===== src/rtl/plab5_mcore_debug_mem_engine_pkg.sv =====
// Shared encodings for the debug memory engine: FSM states, debug
// instruction codes and memory request type codes.
package plab5_mcore_debug_mem_engine_pkg;

  localparam int unsigned ADDR_NBITS = 32;
  localparam int unsigned DATA_NBITS = 32;

  localparam logic DBG_COPY    = 1'b0;
  localparam logic DBG_EXTRACT = 1'b1;

  localparam logic MEMREQ_TYPE_READ  = 1'b0;
  localparam logic MEMREQ_TYPE_WRITE = 1'b1;

  typedef enum logic [2:0] {
    ST_IDLE,
    ST_RD_REQ,
    ST_RD_WAIT,
    ST_WR_REQ,
    ST_WR_WAIT,
    ST_DONE
  } state_t;

endpackage


===== src/rtl/plab5_mcore_debug_mem_engine_if.sv =====
// Memory network port: val/rdy request channel and val/rdy response channel.
// master = engine side, slave = memory side.
interface plab5_mcore_debug_mem_engine_if #(
  parameter int unsigned p_addr_nbits = 32,
  parameter int unsigned p_data_nbits = 32
);

  logic                    memreq_val;
  logic                    memreq_rdy;
  logic                    memreq_type;
  logic [p_addr_nbits-1:0] memreq_addr;
  logic [p_data_nbits-1:0] memreq_data;
  logic                    memreq_domain;
  logic                    memresp_val;
  logic                    memresp_rdy;
  logic [p_data_nbits-1:0] memresp_data;

  modport master (
    output memreq_val, memreq_type, memreq_addr, memreq_data, memreq_domain, memresp_rdy,
    input  memreq_rdy, memresp_val, memresp_data
  );

  modport slave (
    input  memreq_val, memreq_type, memreq_addr, memreq_data, memreq_domain, memresp_rdy,
    output memreq_rdy, memresp_val, memresp_data
  );

endinterface


===== src/rtl/plab5_mcore_debug_mem_engine_sec_check.sv =====
// Combinational domain check: an L-domain command touching the protected window is denied.
// Zero latency, no handshake; window bounds are unsigned and inclusive.
module plab5_mcore_debug_sec_check
  import plab5_mcore_debug_mem_engine_pkg::*;
#(
  parameter int unsigned             p_addr_nbits = ADDR_NBITS,
  parameter logic [p_addr_nbits-1:0] p_sec_base   = 32'h0000_8000,
  parameter logic [p_addr_nbits-1:0] p_sec_limit  = 32'h0000_FFFF
) (
  input  logic                    domain,
  input  logic                    inst,
  input  logic [p_addr_nbits-1:0] src,
  input  logic [p_addr_nbits-1:0] dest,
  output logic                    deny
);

  logic src_hit;
  logic dest_hit;

  assign src_hit  = (src  >= p_sec_base) && (src  <= p_sec_limit);
  assign dest_hit = (dest >= p_sec_base) && (dest <= p_sec_limit);

  // Only a copy ever touches dest, so extract ignores it.
  assign deny = !domain && (src_hit || ((inst == DBG_COPY) && dest_hit));

endmodule


===== src/rtl/plab5_mcore_debug_mem_engine.sv =====
// Runs one copy/extract debug command against the memory port; ack T+3 extract, T+5 copy, T+1 denied.
// Holds memreq stable until memreq_rdy; memresp_rdy is always high so stale responses drain harmlessly.
module plab5_mcore_debug_mem_engine
  import plab5_mcore_debug_mem_engine_pkg::*;
#(
  parameter int unsigned             p_addr_nbits = ADDR_NBITS,
  parameter int unsigned             p_data_nbits = DATA_NBITS,
  parameter logic [p_addr_nbits-1:0] p_sec_base   = 32'h0000_8000,
  parameter logic [p_addr_nbits-1:0] p_sec_limit  = 32'h0000_FFFF
) (
  input  logic                    clk,
  input  logic                    reset,
  input  logic                    start,
  input  logic                    inst,
  input  logic [p_addr_nbits-1:0] src_addr,
  input  logic [p_addr_nbits-1:0] dest_addr,
  input  logic                    domain,
  output logic                    ack,
  output logic                    resp_domain,
  output logic [p_data_nbits-1:0] read_data,
  output logic                    db_resp_domain,
  output logic                    err,
  plab5_mcore_debug_mem_engine_if.master mem
);

  state_t                  state;
  state_t                  state_next;
  logic                    accept;
  logic                    deny;
  logic                    cmd_inst;
  logic                    cmd_domain;
  logic [p_addr_nbits-1:0] cmd_src;
  logic [p_addr_nbits-1:0] cmd_dest;
  logic [p_data_nbits-1:0] data_reg;
  logic                    err_reg;

  plab5_mcore_debug_sec_check #(
    .p_addr_nbits (p_addr_nbits),
    .p_sec_base   (p_sec_base),
    .p_sec_limit  (p_sec_limit)
  ) sec_check (
    .domain (domain),
    .inst   (inst),
    .src    (src_addr),
    .dest   (dest_addr),
    .deny   (deny)
  );

  assign accept = start && (state == ST_IDLE);

  always_ff @(posedge clk or negedge reset) begin
    if (!reset) state <= ST_IDLE;
    else        state <= state_next;
  end

  always_ff @(posedge clk or negedge reset) begin
    if (!reset) begin
      cmd_inst   <= DBG_COPY;
      cmd_domain <= 1'b0;
      cmd_src    <= '0;
      cmd_dest   <= '0;
      err_reg    <= 1'b0;
    end else if (accept) begin
      cmd_inst   <= inst;
      cmd_domain <= domain;
      cmd_src    <= src_addr;
      cmd_dest   <= dest_addr;
      err_reg    <= deny;
    end
  end

  // Cleared on every accepted command so a denied command reports zero.
  always_ff @(posedge clk or negedge reset) begin
    if (!reset)                                   data_reg <= '0;
    else if (accept)                              data_reg <= '0;
    else if ((state == ST_RD_WAIT) && mem.memresp_val) data_reg <= mem.memresp_data;
  end

  always_comb begin
    state_next        = state;
    ack               = 1'b0;
    mem.memreq_val    = 1'b0;
    mem.memreq_type   = MEMREQ_TYPE_READ;
    mem.memreq_addr   = cmd_src;
    mem.memreq_data   = data_reg;
    mem.memreq_domain = cmd_domain;
    mem.memresp_rdy   = 1'b1;
    case (state)
      ST_IDLE: begin
        if (start) state_next = deny ? ST_DONE : ST_RD_REQ;
      end
      ST_RD_REQ: begin
        mem.memreq_val = 1'b1;
        if (mem.memreq_rdy) state_next = ST_RD_WAIT;
      end
      ST_RD_WAIT: begin
        if (mem.memresp_val) state_next = (cmd_inst == DBG_COPY) ? ST_WR_REQ : ST_DONE;
      end
      ST_WR_REQ: begin
        mem.memreq_val  = 1'b1;
        mem.memreq_type = MEMREQ_TYPE_WRITE;
        mem.memreq_addr = cmd_dest;
        if (mem.memreq_rdy) state_next = ST_WR_WAIT;
      end
      ST_WR_WAIT: begin
        if (mem.memresp_val) state_next = ST_DONE;
      end
      ST_DONE: begin
        ack        = 1'b1;
        state_next = ST_IDLE;
      end
      default: state_next = ST_IDLE;
    endcase
  end

  assign resp_domain    = cmd_domain;
  assign db_resp_domain = cmd_domain;
  assign read_data      = data_reg;
  assign err            = err_reg;

endmodule

===== src/flat_wrapper.sv =====
// flat-port wrapper written by rule: the top's interface ports become plain ports
module plab5_mcore_debug_mem_engine_flat import plab5_mcore_debug_mem_engine_pkg::*;
#(
  parameter int unsigned             p_addr_nbits = ADDR_NBITS,
  parameter int unsigned             p_data_nbits = DATA_NBITS,
  parameter logic [p_addr_nbits-1:0] p_sec_base   = 32'h0000_8000,
  parameter logic [p_addr_nbits-1:0] p_sec_limit  = 32'h0000_FFFF
)
  (clk, reset, start, inst, src_addr, dest_addr, domain, ack, resp_domain, read_data, db_resp_domain, err, mem_memreq_val, mem_memreq_type, mem_memreq_addr, mem_memreq_data, mem_memreq_domain, mem_memresp_rdy, mem_memreq_rdy, mem_memresp_val, mem_memresp_data);
  plab5_mcore_debug_mem_engine_if #(.p_addr_nbits(p_addr_nbits), .p_data_nbits(p_data_nbits)) mem_i ();
  input  logic clk;
  input  logic reset;
  input  logic start;
  input  logic inst;
  input  logic [p_addr_nbits-1:0] src_addr;
  input  logic [p_addr_nbits-1:0] dest_addr;
  input  logic domain;
  output logic ack;
  output logic resp_domain;
  output logic [p_data_nbits-1:0] read_data;
  output logic db_resp_domain;
  output logic err;
  output wire logic [$bits(mem_i.memreq_val)-1:0] mem_memreq_val;
  output wire logic [$bits(mem_i.memreq_type)-1:0] mem_memreq_type;
  output wire logic [$bits(mem_i.memreq_addr)-1:0] mem_memreq_addr;
  output wire logic [$bits(mem_i.memreq_data)-1:0] mem_memreq_data;
  output wire logic [$bits(mem_i.memreq_domain)-1:0] mem_memreq_domain;
  output wire logic [$bits(mem_i.memresp_rdy)-1:0] mem_memresp_rdy;
  input wire logic [$bits(mem_i.memreq_rdy)-1:0] mem_memreq_rdy;
  input wire logic [$bits(mem_i.memresp_val)-1:0] mem_memresp_val;
  input wire logic [$bits(mem_i.memresp_data)-1:0] mem_memresp_data;
  assign mem_memreq_val = mem_i.memreq_val;
  assign mem_memreq_type = mem_i.memreq_type;
  assign mem_memreq_addr = mem_i.memreq_addr;
  assign mem_memreq_data = mem_i.memreq_data;
  assign mem_memreq_domain = mem_i.memreq_domain;
  assign mem_memresp_rdy = mem_i.memresp_rdy;
  assign mem_i.memreq_rdy = mem_memreq_rdy;
  assign mem_i.memresp_val = mem_memresp_val;
  assign mem_i.memresp_data = mem_memresp_data;
  plab5_mcore_debug_mem_engine #(.p_addr_nbits(p_addr_nbits), .p_data_nbits(p_data_nbits), .p_sec_base(p_sec_base), .p_sec_limit(p_sec_limit)) u_core (.clk(clk), .reset(reset), .start(start), .inst(inst), .src_addr(src_addr), .dest_addr(dest_addr), .domain(domain), .ack(ack), .resp_domain(resp_domain), .read_data(read_data), .db_resp_domain(db_resp_domain), .err(err), .mem(mem_i));
endmodule

===== config.mk =====
export PLATFORM = sky130hd
export DESIGN_NAME = plab5_mcore_debug_mem_engine_flat
export DESIGN_NICKNAME = d
export VERILOG_FILES = /design/src/rtl/plab5_mcore_debug_mem_engine_pkg.sv /design/src/rtl/plab5_mcore_debug_mem_engine_if.sv /design/src/rtl/plab5_mcore_debug_mem_engine_sec_check.sv /design/src/rtl/plab5_mcore_debug_mem_engine.sv /design/src/flat_wrapper.sv
export SDC_FILE = /design/constraint.sdc
export NUM_CORES = 1
export LEC_CHECK = 0
export CORE_MARGIN = 5
export CORE_UTILIZATION = 43
export CTS_BUF_LIST = sky130_fd_sc_hd__clkbuf_2 sky130_fd_sc_hd__clkbuf_4 sky130_fd_sc_hd__clkbuf_8
export DETAILED_ROUTE_END_ITERATION = 6
export PLACE_DENSITY_LB_ADDON = 0.12
export SYNTH_ARGS = -nofsm -noshare
export SYNTH_HDL_FRONTEND = slang
export SYNTH_HIERARCHICAL = 1
export SYNTH_SLANG_ARGS = --single-unit

===== constraint.sdc =====
create_clock -name clk -period 2.4 [get_ports clk]
set_clock_uncertainty 0.1 [all_clocks]
set_input_delay 0.24 -clock clk [delete_from_list [all_inputs] [get_ports clk]]
set_output_delay 0.24 -clock clk [all_outputs]
set_load 0.05 [all_outputs]

==> results of run 1 <==
[what timing repair did]
action / CTS / global route
setup endpoints to repair: 14 / 1
hold buffers: 1 / 0
hold endpoints to repair: 53 / 0
gates cloned: 0 / 0
buffers inserted: 0 / 1
gates resized for setup: 2 / 0
[layer usage]
layer	GRT usage [%]	part of all wire, %	wire [µm]	up-vias
li1	-	-	-	1486
met1	22.8	41	4710	1578
met2	30.3	50	5850	120
met3	7.11	8.1	940	8
met4	3.61	0.88	102	0
met5	0	0	0	-
[stage by stage]
step | cell area (µm²) | hold slack, ps | cells | worst slack, ps | util (%)
3_5_place_dp | 6490 | 230 | 622 | 128 | 62.6
5_1_grt | 6690 | 353 | 638 | 46.0 | 64.6
4_1_cts | 6690 | 368 | 637 | 46.0 | 64.5
2_1_floorplan | 4600 | -156 | 328 | 244 | -
6_report | 6690 | 360 | 638 | 138 | 64.6
3_3_place_gp | 6490 | 223 | 622 | 133 | 62.6
[worst register-to-register path, cell delays in order (launching register included)]
cell	delay, ps
dfrtp_1	550
nor4b_4	420
buf_12	280
nor2_2	70
buf_4	240
a22o_1	230
[cell type report]
class	instances	share of cell area, %
multi-input combinational	170	25.3
tap	136	2.54
clock buffer	10	1.96
clock inverter	4	0.748
timing repair buffer	215	31.3
inverter	1	0.0561
sequential	102	38.1
[cell usage in the layout, fill, tap and decap left out, types with 2 or more instances in the layout]
master / instances
clkdlybuf4s50_1: 169
dfrtp_1: 101
mux2_2: 70
buf_4: 40
a22o_1: 32
mux2_1: 30
clkbuf_8: 9
nor4_1: 6
buf_12: 4
nor2_1: 3
nand2_1: 3
clkinvlp_4: 2
mux2i_1: 2
o21bai_1: 2
nor4b_1: 2
nand4_1: 2
[worst paths after layout]
path	slack (ps)	to	cells after the start
max	140	mem_memreq_addr[2]	5
min	360	u_core/cmd_dest[16]$_DFFE_PN0P_	2
max reg2reg	410	u_core/mem.memreq_data[31]$_DFFE_PN0P_	5
min reg2reg	390	u_core/cmd_src[0]$_DFFE_PN0P_	1
max in group asynchronous	1130	u_core/cmd_src[3]$_DFFE_PN0P_	3
min in group clk	380	u_core/mem.memreq_data[6]$_DFFE_PN0P_	2
[cells by family after synthesis]
logic type | share of synthesized area, %
AND/OR/NAND/NOR | 4.19
flip-flops | 55.5
multiplexers | 24.9
buffers and inverters | 8.11
other | 0.0815
AO/OA/AOI/OAI | 7.21
==> impl_metrics.py, run 1 <==
metrics = {
    "global_route": {
        "grtUsageTotal_pct": 18.2,
        "grt_max_degree": 55,
        "grt_pass1_vias": 3594,
        "grt_pass1_wl_mm": 18.8,
        "grt_antenna_before_repair": 0,
        "overflow": 0,
    },
    "floorplan": {
        "die_h_um": 113,
        "placeableCoreArea_um2": 10400,
        "die_w_um": 113,
        "row_count": 37,
        "io_pins": 207,
        "dieArea_um2": 12900,
        "start_util_pct": 44.4,
    },
    "synthesis": {
        "syn_avg_cell_area_um2": 14.0,
        "ys_seq_area_share_pct": 55.5,
        "post-synth-top-count-cell": "dfrtp_1",
        "ys_warn_count": 6,
        "yosys.area.top_type": "dfrtp_1",
        "netlist_area_um2": 4600,
        "synthArstFlopShare_pct": 100,
        "synth-edff-count": 0,
        "synth-main-ff-cell": "dfrtp_1",
        "ys_types": 33,
        "mappedNetlistNets": 431,
        "ys_seq_elements": 102,
        "syn_inst": 328,
        "ys_top_cells_by_area": "dfrtp_1 (55%), mux2_2 (17%), mux2_1 (7.3%)",
        "yosysTopAreaCellShare_pct": 55.5,
        "synthTopCellsByCount": "dfrtp_1 (102), mux2_2 (70), buf_4 (40), a22o_1 (32), mux2_1 (30)",
    },
    "clock_network": {
        "cts_tree": "done",
        "cts_num_sinks": 102,
        "cts-root-buf": "clkbuf_8",
        "h-tree-depth": 3,
        "clockBufferDepth": 2,
        "clk-insertion-delay-late_ps": 350,
        "numCtsBuffers": 9,
        "clk_pin_slew_worst_paths_ps": 90,
    },
    "drt": {
        "detail_route.wl_per_cell_um": 18.2,
        "totalWireLength_mm": 11.6,
        "drt_iter0_markers": 158,
        "postRouteAntennaNets": 0,
        "drc_errors": 0,
        "viasPerCell": 5.00,
        "first_pass_iters": 4,
        "vias": 3192,
    },
    "sta": {
        "layout_min_cycle_time_ps": 2260,
        "hold_violations": 0,
        "final-max-slew-violation-count": 0,
        "finalSetupViolCount": 0,
        "rsz0062_at_grt": "no",
        "slew-limit-headroom_pct": 53.3,
        "fin_tns_setup_ps": 0,
        "worst_slew_pin_slew_ps": 700,
        "finalCritPeriodShare_pct": 94.2,
        "fmax_ghz": 0.442,
    },
    "worst_setup_path": {
        "worstSetupPathType": "reg -> out",
        "cp.arrival_ps": 1920,
        "crit_required_ps": 2060,
        "crit_fanout": 15,
        "endpoint_kind": "output pin",
        "crit_start": "u_core/state[0]$_DFFE_PN0P_",
        "cpPeakStageDelay_ps": 470,
        "cp-start-kind": "flip-flop",
        "worst_path_max_delay_cell": "dfrtp_2",
        "crit_chain": "and2b_1 -> nand2_2 -> buf_6 -> mux2_2 -> buf_4",
        "path_buf_inv": 2,
        "r2r_start": "u_core/state[1]$_DFFE_PN0P_",
        "crit_family": "flip-flops",
    },
    "place": {
        "dp_hpwl_mm": 8.73,
        "gp_congestion": 0.812,
        "portBuffers": 205,
    },
    "run": {
        "cap_viol_max_count": 0,
    },
    "status": {
        "status": "complete, no violations",
    },
    "cells_and_area": {
        "layout-drive-gt1-share_pct": 27.1,
        "area_delta_synth_final_pct": 45.5,
        "multi_input_area_um2": 1690,
        "n_antenna_cell": 0,
        "regArea_um2": 2550,
        "final_nets": 602,
        "n_fill_cell": 843,
    },
    "hold_path": {
        "hp-class": "in -> async",
    },
}
Power of run 1 is left out: the tool's default activity adds up to more than one toggle a clock period on the data nets, which glitch-free logic cannot reach.
==> inputs of run 2 (changes only) <==
--- a/config.mk
+++ b/config.mk
@@ -8,9 +8,9 @@
 export CORE_MARGIN = 5
 export CORE_UTILIZATION = 43
 export CTS_BUF_LIST = sky130_fd_sc_hd__clkbuf_2 sky130_fd_sc_hd__clkbuf_4 sky130_fd_sc_hd__clkbuf_8
+export CTS_CLUSTER_SIZE = 12
 export DETAILED_ROUTE_END_ITERATION = 6
 export PLACE_DENSITY_LB_ADDON = 0.12
 export SYNTH_ARGS = -nofsm -noshare
 export SYNTH_HDL_FRONTEND = slang
-export SYNTH_HIERARCHICAL = 1
 export SYNTH_SLANG_ARGS = --single-unit
==> run 2 against run 1 <==
Non-clock buffer count is the same; via count increased by 2.7%; maximum frequency down 1.3%; die area fell by 1.2%; flip-flop and latch count stayed put; first-iteration DRC count down 6.3%; setup slack worse by 30 ps; register-to-register slack worse by 30 ps; area after synthesis down 1.3%; critical path type unchanged; critical endpoint is now mem_memreq_addr[1].
==> impl_metrics.py, run 2 <==
metrics = {
    "floorplan": {
        "die_w_um": 113,
        "row_count": 37,
        "start_util_pct": 44.0,
        "io_pins": 207,
        "die_h_um": 113,
        "placeableCoreArea_um2": 10300,
        "dieArea_um2": 12700,
    },
    "drt": {
        "detail_route.wl_per_cell_um": 18.4,
        "postRouteAntennaNets": 0,
        "viasPerCell": 5.07,
        "first_pass_iters": 4,
        "drc_errors": 0,
        "drt_iter0_markers": 148,
        "vias": 3278,
        "totalWireLength_mm": 11.9,
    },
    "worst_setup_path": {
        "reg2reg_depth": 6,
        "r2r_start": "u_core.state[2]$_DFFE_PN0P_",
        "crit_fanout": 16,
        "crit_required_ps": 2060,
        "cpPeakStageDelay_ps": 480,
        "r2r-end": "u_core.mem.memreq_data[15]$_DFFE_PN0P_",
        "crit_chain": "nor2b_2 -> nand2_2 -> clkbuf_16 -> mux2_2 -> buf_4",
        "worst_path_max_delay_cell": "dfrtp_2",
        "endpoint_kind": "output pin",
        "cp-start-kind": "flip-flop",
        "worstSetupPathType": "reg -> out",
        "worstSetupEndpoint": "mem_memreq_addr[1]",
        "crit_start": "u_core.state[0]$_DFFE_PN0P_",
        "r2r_slack_ps": 380,
        "cp.arrival_ps": 1950,
    },
    "sta": {
        "layout_min_cycle_time_ps": 2290,
        "fin_tns_setup_ps": 0,
        "rsz0062_at_grt": "no",
        "final-max-slew-violation-count": 0,
        "slew-limit-headroom_pct": 59.3,
        "finalSetupViolCount": 0,
        "hold_violations": 0,
        "worst_slew_pin_slew_ps": 611,
        "finalCritPeriodShare_pct": 95.5,
        "fmax_ghz": 0.436,
        "setup_slack_ps": 108,
    },
    "hold_path": {
        "hp-class": "in -> async",
    },
    "cells_and_area": {
        "multi_input_area_um2": 1640,
        "n_fill_cell": 813,
        "final_cell_mix": "clkdlybuf4s50_1 (171), dfrtp_1 (101), mux2_2 (98), buf_4 (37), a22o_1 (32)",
        "final_nets": 609,
        "layout_commonest_cell": "clkdlybuf4s50_1",
        "n_antenna_cell": 0,
        "layout-drive-gt1-share_pct": 31.8,
        "final_core_util_pct": 64.9,
        "area_delta_synth_final_pct": 47.5,
        "regArea_um2": 2550,
    },
    "place": {
        "place_ws_ps": 136,
        "gp_congestion": 0.787,
        "dp_hpwl_mm": 8.93,
        "portBuffers": 205,
    },
    "clock_network": {
        "clk-insertion-delay-late_ps": 350,
        "cts_num_sinks": 102,
        "cts-root-buf": "clkbuf_8",
        "cts_tree": "done",
        "h-tree-depth": 3,
        "numCtsBuffers": 9,
        "clk_pin_slew_worst_paths_ps": 100,
        "post_cts_buffers": 0,
        "clockBufferDepth": 2,
    },
    "synthesis": {
        "netlist_area_um2": 4540,
        "ys_types": 26,
        "yosys.area.top_type": "dfrtp_1",
        "ys_seq_elements": 102,
        "mappedNetlistNets": 437,
        "synth-edff-count": 0,
        "ys_warn_count": 0,
        "post-synth-top-count-cell": "dfrtp_1",
        "ys_seq_area_share_pct": 56.2,
        "ys_top_cells_by_area": "dfrtp_1 (56%), mux2_2 (24%), a22o_1 (6.2%)",
        "synthTopCellsByCount": "dfrtp_1 (102), mux2_2 (98), buf_4 (35), a22o_1 (32), buf_2 (11)",
        "syn_avg_cell_area_um2": 13.6,
        "yosysTopAreaCellShare_pct": 56.2,
        "synth-main-ff-cell": "dfrtp_1",
        "syn_inst": 334,
        "synthArstFlopShare_pct": 100,
    },
    "status": {
        "status": "complete, no violations",
    },
    "global_route": {
        "grt_max_degree": 48,
        "grt_antenna_before_repair": 0,
        "grt_pass1_wl_mm": 18.8,
        "grtUsageTotal_pct": 18.5,
        "grt_pass1_vias": 3486,
        "overflow": 0,
    },
    "power_and_ir_drop": {
        "ir_drop_v": 0.00105,
        "p_leak_nw": 2.83,
        "power_density_nw_per_um2": 1690,
    },
    "run": {
        "cap_viol_max_count": 0,
    },
}
run 2: cell count changes after synthesis, moves of 2 or more:
cell	before	now
mux2_1	30	0
mux2_2	70	98
nand2_1	3	9
buf_4	40	35
clkbuf_1	4	8
nor2_1	4	8
nor3_1	0	4
inv_1	1	4
nor4_1	6	3
o21ai_0	0	3
mux2i_1	2	0
o21bai_1	2	0
or4_1	1	3
run 2: area by class of cell:
cell class	count	share of cell area, %
Inverter	4	0.224
Multi-Input combinational cell	174	24.5
Clock inverter	5	0.897
Timing Repair Buffer	215	31.7
Sequential cell	102	38.1
Tap cell	136	2.54
Clock buffer	10	1.96
run 2: power by group:
part / total [mW] / internal (mW) / switching (mW)
combinational: 7.17 / 2.75 / 4.42
sequential: 3.07 / 2.55 / 0.521
clock: 1.07 / 0.493 / 0.573
run 2: routing by layer:
metal | up-vias | global-route usage [%] | share of wire (%)
li1 | 1506 | - | -
met1 | 1617 | 23.4 | 40
met2 | 143 | 30.6 | 50
met5 | - | 0 | 0
met3 | 12 | 5.94 | 8.4
met4 | 0 | 4.97 | 1.5
run 2: timing repair:
item / 4_1_cts / 5_1_grt
endpoints found under the setup margin: 0 / 33
hold buffers: 1 / 0
gates resized for setup: 0 / 2
endpoints found under the hold margin: 44 / 0
run 2: cells by family (layout without fill, tap and decap cells):
| group | count (synthesis) | count (layout) | share of synthesized area (%) |
|---|---|---|---|
| DFF | 102 | 102 | 56.2 |
| muxes | 98 | 98 | 24.3 |
| buffers and inverters | 58 | 234 | 8.00 |
| AOI/OAI and AO/OA | 42 | 42 | 7.69 |
| and+or+nand+nor | 33 | 33 | 3.67 |
| other | 1 | 1 | 0.0826 |
run 2: critical path, delay by kind of cell (launching register included):
family                 cells  cell delay [ps]
buffers and inverters      2              400
flip-flops                 1              480
multiplexers               1              350
AND/OR/NAND/NOR            2              350
run 2: stage by stage:
stage               instance area, µm²  std cells  power [mW]  hold WS, ps
finish                            6700        646        11.3          325
global route                      6700        646        11.9          361
CTS                               6670        645        11.4          327
detailed placement                6460        629        10.3          194
global placement                  6460        629        10.2          191
floorplan                         4540        334        8.31         -156
run 2: how the worst min path moves through the flow:
stage / start / end / slack, ps / cells past startpoint
after floorplan: reset / u_core.cmd_dest[0]$_DFFE_PN0P_ / -160 / 0
after global routing: mem_memresp_data[1] / u_core.mem.memreq_data[1]$_DFFE_PN0P_ / 360 / 2
after detailed placement: reset / u_core.cmd_dest[22]$_DFFE_PN0P_ / 190 / 1
after CTS: reset / u_core.cmd_src[15]$_DFFE_PN0P_ / 330 / 2
final: reset / u_core.cmd_dest[22]$_DFFE_PN0P_ / 330 / 2
after global placement: reset / u_core.cmd_dest[22]$_DFFE_PN0P_ / 190 / 1
No activity file was read; power rests on OpenSTA's default activity.
